## config.mk

```make
export PLATFORM = sky130hd
export DESIGN_NAME = prefetch_burst_queue
export DESIGN_NICKNAME = d
export VERILOG_FILES = /design/src/rtl/prefetch_burst_queue.sv
export SDC_FILE = /design/constraint.sdc
export NUM_CORES = 2
export LEC_CHECK = 0
export CORE_MARGIN = 4
export CORE_UTILIZATION = 55
export CTS_BUF_LIST = sky130_fd_sc_hd__clkbuf_16
export CTS_CLUSTER_SIZE = 20
export DETAILED_ROUTE_END_ITERATION = 12
export HOLD_SLACK_MARGIN = 0.05
export PLACE_DENSITY = 0.73
export RECOVER_POWER = 100
export SLEW_MARGIN = 15
export SYNTH_ARGS = -nofsm -noshare
export SYNTH_HDL_FRONTEND = slang
export SYNTH_SLANG_ARGS = --single-unit
```

## constraint.sdc

```tcl
create_clock -name clk -period 7.6 [get_ports clk]
set_clock_uncertainty 0.1 [all_clocks]
set_input_delay 1.9 -clock clk [delete_from_list [all_inputs] [get_ports clk]]
set_output_delay 1.9 -clock clk [all_outputs]
set_load 0.005 [all_outputs]
```

## src/rtl/prefetch_burst_queue.sv

```systemverilog
// prefetch_burst_queue: circular queue of burst slots shared by prefetch and
// demand requests. Each slot holds one burst address, a demand "promise"
// counter and up to MAX_BURST data beats. Slave fills land at fillPtr in
// allocation order. The master drains the head slot once per outstanding
// demand. A stale prefetch at the head is popped when it blocks useful work.
//
// Ports
//   clk, reset                 clock, asynchronous active-high reset
//   burstLen                   beats-1 per burst, latched while queue empty
//   allocValid/allocReady      allocation handshake
//   allocAddr, allocIsPref     burst address; 1 = prefetch, 0 = demand
//   hit                        allocAddr matches a valid slot (combinational)
//   fillValid/fillReady        slave read-data handshake
//   fillData, fillLast         slave beat and its last flag
//   outValid/outReady          master data handshake
//   outData, outLast           master beat and its last flag
//   prefCnt, pendCnt           slots with promise==0 / slots not fully filled
//   almostFull, empty          occupancy status
//   errorCode                  one-cycle error pulse (1 promise overflow,
//                              2 fillLast misplaced, 3 burstLen changed)
module prefetch_burst_queue #(
  parameter int unsigned LOG_SLOTS     = 2,
  parameter int unsigned LOG_MAX_BURST = 2,
  parameter int unsigned DATA_BITS     = 64,
  parameter int unsigned ADDR_BITS     = 32,
  parameter int unsigned PROMISE_WIDTH = 3,
  parameter int unsigned AF_SPACER     = 1
) (
  input  logic                     clk,
  input  logic                     reset,
  input  logic [LOG_MAX_BURST-1:0] burstLen,
  input  logic                     allocValid,
  output logic                     allocReady,
  input  logic [ADDR_BITS-1:0]     allocAddr,
  input  logic                     allocIsPref,
  output logic                     hit,
  input  logic                     fillValid,
  output logic                     fillReady,
  input  logic [DATA_BITS-1:0]     fillData,
  input  logic                     fillLast,
  output logic                     outValid,
  input  logic                     outReady,
  output logic [DATA_BITS-1:0]     outData,
  output logic                     outLast,
  output logic [LOG_SLOTS:0]       prefCnt,
  output logic [LOG_SLOTS:0]       pendCnt,
  output logic                     almostFull,
  output logic                     empty,
  output logic [1:0]               errorCode
);

  localparam int unsigned NUM_SLOTS = 1 << LOG_SLOTS;
  localparam int unsigned MAX_BURST = 1 << LOG_MAX_BURST;
  localparam int unsigned CNT_W     = LOG_SLOTS + 1;
  localparam logic [PROMISE_WIDTH-1:0] PROMISE_MAX = {PROMISE_WIDTH{1'b1}};

  typedef enum logic [1:0] {
    ERR_NONE      = 2'd0,
    ERR_PROMISE   = 2'd1,
    ERR_FILL_LAST = 2'd2,
    ERR_BURST_LEN = 2'd3
  } errCode_t;

  // Slot state
  logic [NUM_SLOTS-1:0]     slotValid;
  logic [ADDR_BITS-1:0]     slotAddr    [NUM_SLOTS];
  logic [PROMISE_WIDTH-1:0] slotPromise [NUM_SLOTS];
  logic [MAX_BURST-1:0]     beatValid   [NUM_SLOTS];
  logic [DATA_BITS-1:0]     beatData    [NUM_SLOTS][MAX_BURST];

  // Pointers and beat counters
  logic [LOG_SLOTS-1:0]     headPtr;
  logic [LOG_SLOTS-1:0]     tailPtr;
  logic [LOG_SLOTS-1:0]     fillPtr;
  logic [LOG_MAX_BURST-1:0] fillBeat;
  logic [LOG_MAX_BURST-1:0] outBeat;
  logic [LOG_MAX_BURST-1:0] burstLenQ;
  logic [1:0]               errorReg;

  // Decode
  logic                 hitAny;
  logic [LOG_SLOTS-1:0] hitIdx;
  logic [CNT_W-1:0]     validCount;
  logic [CNT_W-1:0]     prefCount;
  logic [CNT_W-1:0]     pendCount;
  logic                 queueEmpty;
  logic                 queueFull;
  logic                 allocFire;
  logic                 demandHit;
  logic                 allocMiss;
  logic                 fillFire;
  logic                 fillAtLast;
  logic                 outFire;
  logic                 drainDone;
  logic [LOG_SLOTS-1:0] nextIdx;
  logic                 headDemandHit;
  logic                 popHead;
  logic                 promiseOverflow;
  errCode_t             errNext;

  // Associative match and occupancy counts over all slots
  always_comb begin
    hitAny     = 1'b0;
    hitIdx     = '0;
    validCount = '0;
    prefCount  = '0;
    pendCount  = '0;
    for (int unsigned i = 0; i < NUM_SLOTS; i++) begin
      if (slotValid[i]) begin
        validCount = validCount + CNT_W'(1);
        if (slotAddr[i] == allocAddr) begin
          hitAny = 1'b1;
          hitIdx = LOG_SLOTS'(i);
        end
        if (slotPromise[i] == '0) prefCount = prefCount + CNT_W'(1);
        if (!beatValid[i][burstLenQ]) pendCount = pendCount + CNT_W'(1);
      end
    end
  end

  // Handshakes, pop decision and error selection
  always_comb begin
    queueEmpty = (validCount == '0);
    queueFull  = (validCount == CNT_W'(NUM_SLOTS));

    allocFire = allocValid & (hitAny | ~queueFull);
    demandHit = allocFire & hitAny & ~allocIsPref;
    allocMiss = allocFire & ~hitAny;

    // A slot is complete once its final beat (index burstLenQ) is valid,
    // because beats are always filled in order.
    fillFire   = fillValid & slotValid[fillPtr] & ~beatValid[fillPtr][burstLenQ];
    fillAtLast = (fillBeat == burstLenQ);

    outFire   = outReady & slotValid[headPtr] & (slotPromise[headPtr] != '0)
              & beatValid[headPtr][outBeat];
    drainDone = outFire & (outBeat == burstLenQ);

    nextIdx       = headPtr + LOG_SLOTS'(1);
    headDemandHit = demandHit & (hitIdx == headPtr);

    // Drop an unclaimed head only when it stands in the way of real demand
    // behind it or of a new allocation into a full queue.
    popHead = slotValid[headPtr] && (slotPromise[headPtr] == '0)
           && beatValid[headPtr][burstLenQ] && !drainDone && !headDemandHit
           && ((slotValid[nextIdx] && (slotPromise[nextIdx] != '0)) || queueFull);

    // A concurrent last-beat drain cancels the increment, so no overflow then.
    promiseOverflow = demandHit && (slotPromise[hitIdx] == PROMISE_MAX)
                   && !(drainDone && (hitIdx == headPtr));

    errNext = ERR_NONE;
    if (promiseOverflow)                                 errNext = ERR_PROMISE;
    else if (fillFire && (fillLast != fillAtLast))       errNext = ERR_FILL_LAST;
    else if (!queueEmpty && (burstLen != burstLenQ))     errNext = ERR_BURST_LEN;
  end

  // Control state
  always_ff @(posedge clk or posedge reset) begin
    if (reset) begin
      slotValid <= '0;
      headPtr   <= '0;
      tailPtr   <= '0;
      fillPtr   <= '0;
      fillBeat  <= '0;
      outBeat   <= '0;
      burstLenQ <= '0;
      errorReg  <= '0;
      for (int unsigned i = 0; i < NUM_SLOTS; i++) begin
        slotAddr[i]    <= '0;
        slotPromise[i] <= '0;
        beatValid[i]   <= '0;
      end
    end else begin
      errorReg <= errNext;
      if (queueEmpty) burstLenQ <= burstLen;
      if (allocMiss)  tailPtr   <= tailPtr + LOG_SLOTS'(1);
      if (popHead)    headPtr   <= nextIdx;

      if (fillFire) begin
        if (fillAtLast) begin
          fillBeat <= '0;
          fillPtr  <= fillPtr + LOG_SLOTS'(1);
        end else begin
          fillBeat <= fillBeat + LOG_MAX_BURST'(1);
        end
      end

      if (outFire) outBeat <= drainDone ? '0 : outBeat + LOG_MAX_BURST'(1);

      for (int unsigned i = 0; i < NUM_SLOTS; i++) begin
        if (popHead && (headPtr == LOG_SLOTS'(i))) begin
          slotValid[i] <= 1'b0;
          beatValid[i] <= '0;
        end
        if (allocMiss && (tailPtr == LOG_SLOTS'(i))) begin
          slotValid[i]   <= 1'b1;
          slotAddr[i]    <= allocAddr;
          slotPromise[i] <= allocIsPref ? '0 : PROMISE_WIDTH'(1);
          beatValid[i]   <= '0;
        end
        if (fillFire && (fillPtr == LOG_SLOTS'(i))) beatValid[i][fillBeat] <= 1'b1;

        // Hit and last-beat drain on the same slot cancel each other.
        if (demandHit && (hitIdx == LOG_SLOTS'(i))) begin
          if (!(drainDone && (headPtr == LOG_SLOTS'(i))) && (slotPromise[i] != PROMISE_MAX))
            slotPromise[i] <= slotPromise[i] + PROMISE_WIDTH'(1);
        end else if (drainDone && (headPtr == LOG_SLOTS'(i))) begin
          slotPromise[i] <= slotPromise[i] - PROMISE_WIDTH'(1);
        end
      end
    end
  end

  // Beat storage; contents are qualified by beatValid, so no reset needed
  always_ff @(posedge clk) begin
    if (fillFire) beatData[fillPtr][fillBeat] <= fillData;
  end

  assign hit        = hitAny;
  assign allocReady = hitAny | ~queueFull;
  assign fillReady  = slotValid[fillPtr] & ~beatValid[fillPtr][burstLenQ];
  assign outValid   = slotValid[headPtr] & (slotPromise[headPtr] != '0)
                    & beatValid[headPtr][outBeat];
  assign outData    = beatData[headPtr][outBeat];
  assign outLast    = (outBeat == burstLenQ);
  assign prefCnt    = prefCount;
  assign pendCnt    = pendCount;
  assign empty      = queueEmpty;
  assign almostFull = !queueEmpty
                   && ((CNT_W'(NUM_SLOTS) - validCount) <= CNT_W'(AF_SPACER));
  assign errorCode  = errorReg;

endmodule
```

==> out/results.ini <==
[worst_setup_path]
critPathBufInv = 3
crit_path_max_fanout = 6
cp.depth = 8
cp.arrival_ps = 5200
cp.required_ps = 5600
worstSetupPathType = input port to output pin
cp-endpoint = hit
r2r_setup_slack_ps = 650
reg2reg_to = beatData[1][217]
path_cells = dlygate4sd3_1 > xor2_1 > or4_1 > or4b_1 > nor4_4 > nor4_1 > inv_1 > dlygate4sd3_1
rr_startpoint = fillPtr[0]
crit_family = simple AND/OR/NAND/NOR gates
slowest_delay_ps = 600
cpMostUsedCell = dlygate4sd3_1
startpoint = allocAddr[14]
r2r_cells = 6
cp_slowest_cell = or4b_1
cp-start-kind = input port
end_kind = output pin

[run_status]
status = finished with violations
violations = max-capacitance violations, max-slew violations

[cts]
clk_pin_slew_ps = 60
cts.sinks = 1198
tritoncts = built
cts_inserted_buffers = 115
cts_hold_buf = 0
post_cts_resized = 0
cts_setup_buffers = 0
worstSkewPairLatency_ps = 680
root_buffer = clkbuf_16
clockBufferDepth = 3
htreeDepth = 3

[finish]
stdcell_count = 3948
area_growth_pct = 13.9
final_nets = 2835
postLayoutCoreUtil = 0.635
layout-drive-gt1-share = 0.221

[grt]
use_met3 = 0.0393
grt_max_degree = 100
grt.total_usage = 0.238
grtUsageMet2 = 0.396
grt_pass1_wl_um = 166000
busiest_layer = met2
first_global_vias = 25564
grt-ovfl-total = 0
antenna_found_initial = 22
use_met1 = 0.336

[routing]
drt-total-wl_um = 111000
first_pass_iters = 5
vias_per_cell = 6.18
drt-initial-drc-count = 2661
post_drt_wl_per_cell_um = 28.0
antenna_left = 0
drc = 0
via_count = 24389

[placement]
dp.cells = 3723
dp_slack_ps = 626
place_congestion = 0.875
dp_hpwl_um = 59700
numPortBuffers = 183

[floorplanning]
die_w_um = 306
start_util = 0.558
core_area_mm2 = 0.0874
row_count = 108
io_pins = 184
dieArea_mm2 = 0.0935
fp.dieH_um = 306

[synth]
ys_types = 59
async_flop_share = 0.145
synthXorXnorAreaFrac = 0.0269
synth_fa_ha_area_frac = 0.0115
yosys-mux-area-fraction = 0.174
synthSimpleGateAreaFrac = 0.0412
synth_edf_count = 1024
synth-compound-area-share = 0.0117
syn_avg_cell_area_um2 = 19.6
synth_nets = 2639
ys_seq_area_frac = 0.720
synth_top_family_by_area = multiplexers
syn-cell-area_mm2 = 0.0488
netlist_instances = 2489
synth_ff_type = edfxtp_1
yosys_warnings = 0
yosys_register_bits = 1198

[power]
p_per_area_mw_per_mm2 = 392
power_frac_seq = 0.410
total_power_mw = 21.8
p_clk_frac = 0.259
ir_drop_mv = 0.307
swShare = 0.304
power_switching_mw = 6.62
combPwrFrac = 0.330
p_int_mw = 15.2
leakagePower_nw = 19.0

[timing]
maxSlewHeadroom = -1.44
min_period_over_period = 0.947
setup_violations = 0
setup_slack_ps = 401
final_max_slew_viol_count = 1143
min_period_ps = 7200
tns_ps = 0
fmax_mhz = 139
hold_viol_final = 0
tightestPinTransition_ps = 3660
rsz0062_at_grt = false

[hold_path]
hp-class = register to register

[run]
drv_cap = 25

## cell usage in the layout (no fill, tap or decap), drive strengths merged, types with 16 or more instances in the layout
master / n
edfxtp: 1024
mux4: 338
nand2: 236
dfrtp: 174
clkbuf: 141
dlygate4sd3: 132
xor2: 125
mux2: 74
inv: 65
clkdlybuf4s50: 51
clkinv: 48
ha: 45
nor4: 41
nand3: 26
and3: 26
xnor2: 25
nor2: 21
o21bai: 16
## power groups by stage
| stage | clock network [mW] | logic (mW) | registers (mW) |
|---|---|---|---|
| global route | 6.02 | 7.76 | 9.05 |
| detailed placement | 0 | 7.47 | 9.04 |
| CTS | 5.73 | 7.53 | 8.92 |
| global placement | 0 | 7.32 | 9.00 |
| floorplan | 0 | 4.93 | 8.58 |
| finish | 5.65 | 7.20 | 8.94 |
## worst register-to-register path, delay by kind of cell (launching register included)
family                 cells  cell delay [ps]
buffers and inverters      1              960
flip-flops                 1              630
AND/OR/NAND/NOR            3             3810
multiplexers               2             1050
## how the worst min path moves through the flow
stage | start | end | slack, ps | cells past startpoint
after detailed placement | slotAddr[51] | slotAddr[51] | 380 | 2
after CTS | slotAddr[51] | slotAddr[51] | 400 | 2
after floorplan | slotAddr[57] | slotAddr[57] | 370 | 2
after global routing | slotAddr[51] | slotAddr[51] | 420 | 2
after global placement | slotAddr[78] | slotAddr[78] | 380 | 2
final | slotAddr[87] | slotAddr[87] | 400 | 2
## cell families (layout without fill, tap and decap cells)
logic type | count (synthesis) | after routing
simple gates | 420 | 420
fa+ha+maj | 45 | 45
flops | 1198 | 1198
xor+xnor | 150 | 150
buf+inv | 176 | 470
other cells | 0 | 10
compound gates | 82 | 82
mux | 418 | 418
## stage by stage
stage	instance area, µm²	hold WS, ps
2_1_floorplan	48800	365
3_3_place_gp	51900	378
3_5_place_dp	51900	383
4_1_cts	55700	399
5_1_grt	55500	415
6_report	55500	398
## cell usage after synthesis, drive strengths merged (2+ instances only)
library cell	instances	area share
buf	54	0.0053
a21oi	15	0.0015
nor2	21	0.0016
and4	2	0.00036
a31oi	9	0.0012
nor3	10	0.0010
nand3b	2	0.00031
or3	7	0.00090
and3	26	0.0034
xor2	125	0.022
xnor2	25	0.0045
o31ai	2	0.00031
ha	45	0.012
clkbuf	90	0.0069
a21boi	2	0.00031
and2	6	0.00077
inv	32	0.0025
mux4	338	0.16
nand4b	6	0.0011
nand2b	11	0.0014
nor2b	6	0.00077
a211oi	5	0.00077
o21ai	14	0.0014
mux2i	6	0.0012
nand4	10	0.0013
edfxtp	1024	0.63
nand3	26	0.0027
dfrtp	174	0.089
or4	4	0.00062
nor4	41	0.0057
a41oi	2	0.00036
nand2	236	0.018
o211ai	5	0.00077
nor4b	2	0.00036
o31a	2	0.00036
o21bai	16	0.0025
mux2	74	0.017
## state kept, by name, summed over array words and instances (netlist names), 4 cells and up
| register | count |
|---|---|
| beatData | 1024 |
| beatValid | 16 |
| slotAddr | 128 |
| slotPromise | 12 |
| slotValid | 4 |
## routing by layer
metal	vias to the layer above	routed length, µm	part of all wire
li1	10376	-	-
met1	12901	44300	0.40
met2	933	56200	0.51
met3	173	7800	0.070
met5	-	34	0.00031
met4	6	2340	0.021
## area by class of cell
type	count	area, µm²
Fill cell	5767	31900
Timing Repair Buffer	223	2140
Clock buffer	116	2900
Inverter	32	121
Tap cell	1155	1450
Multi-Input combinational cell	1115	12900
Antenna cell	10	25.0
Sequential cell	1198	35100
Clock inverter	99	853
No activity file was read; power rests on OpenSTA's default activity.
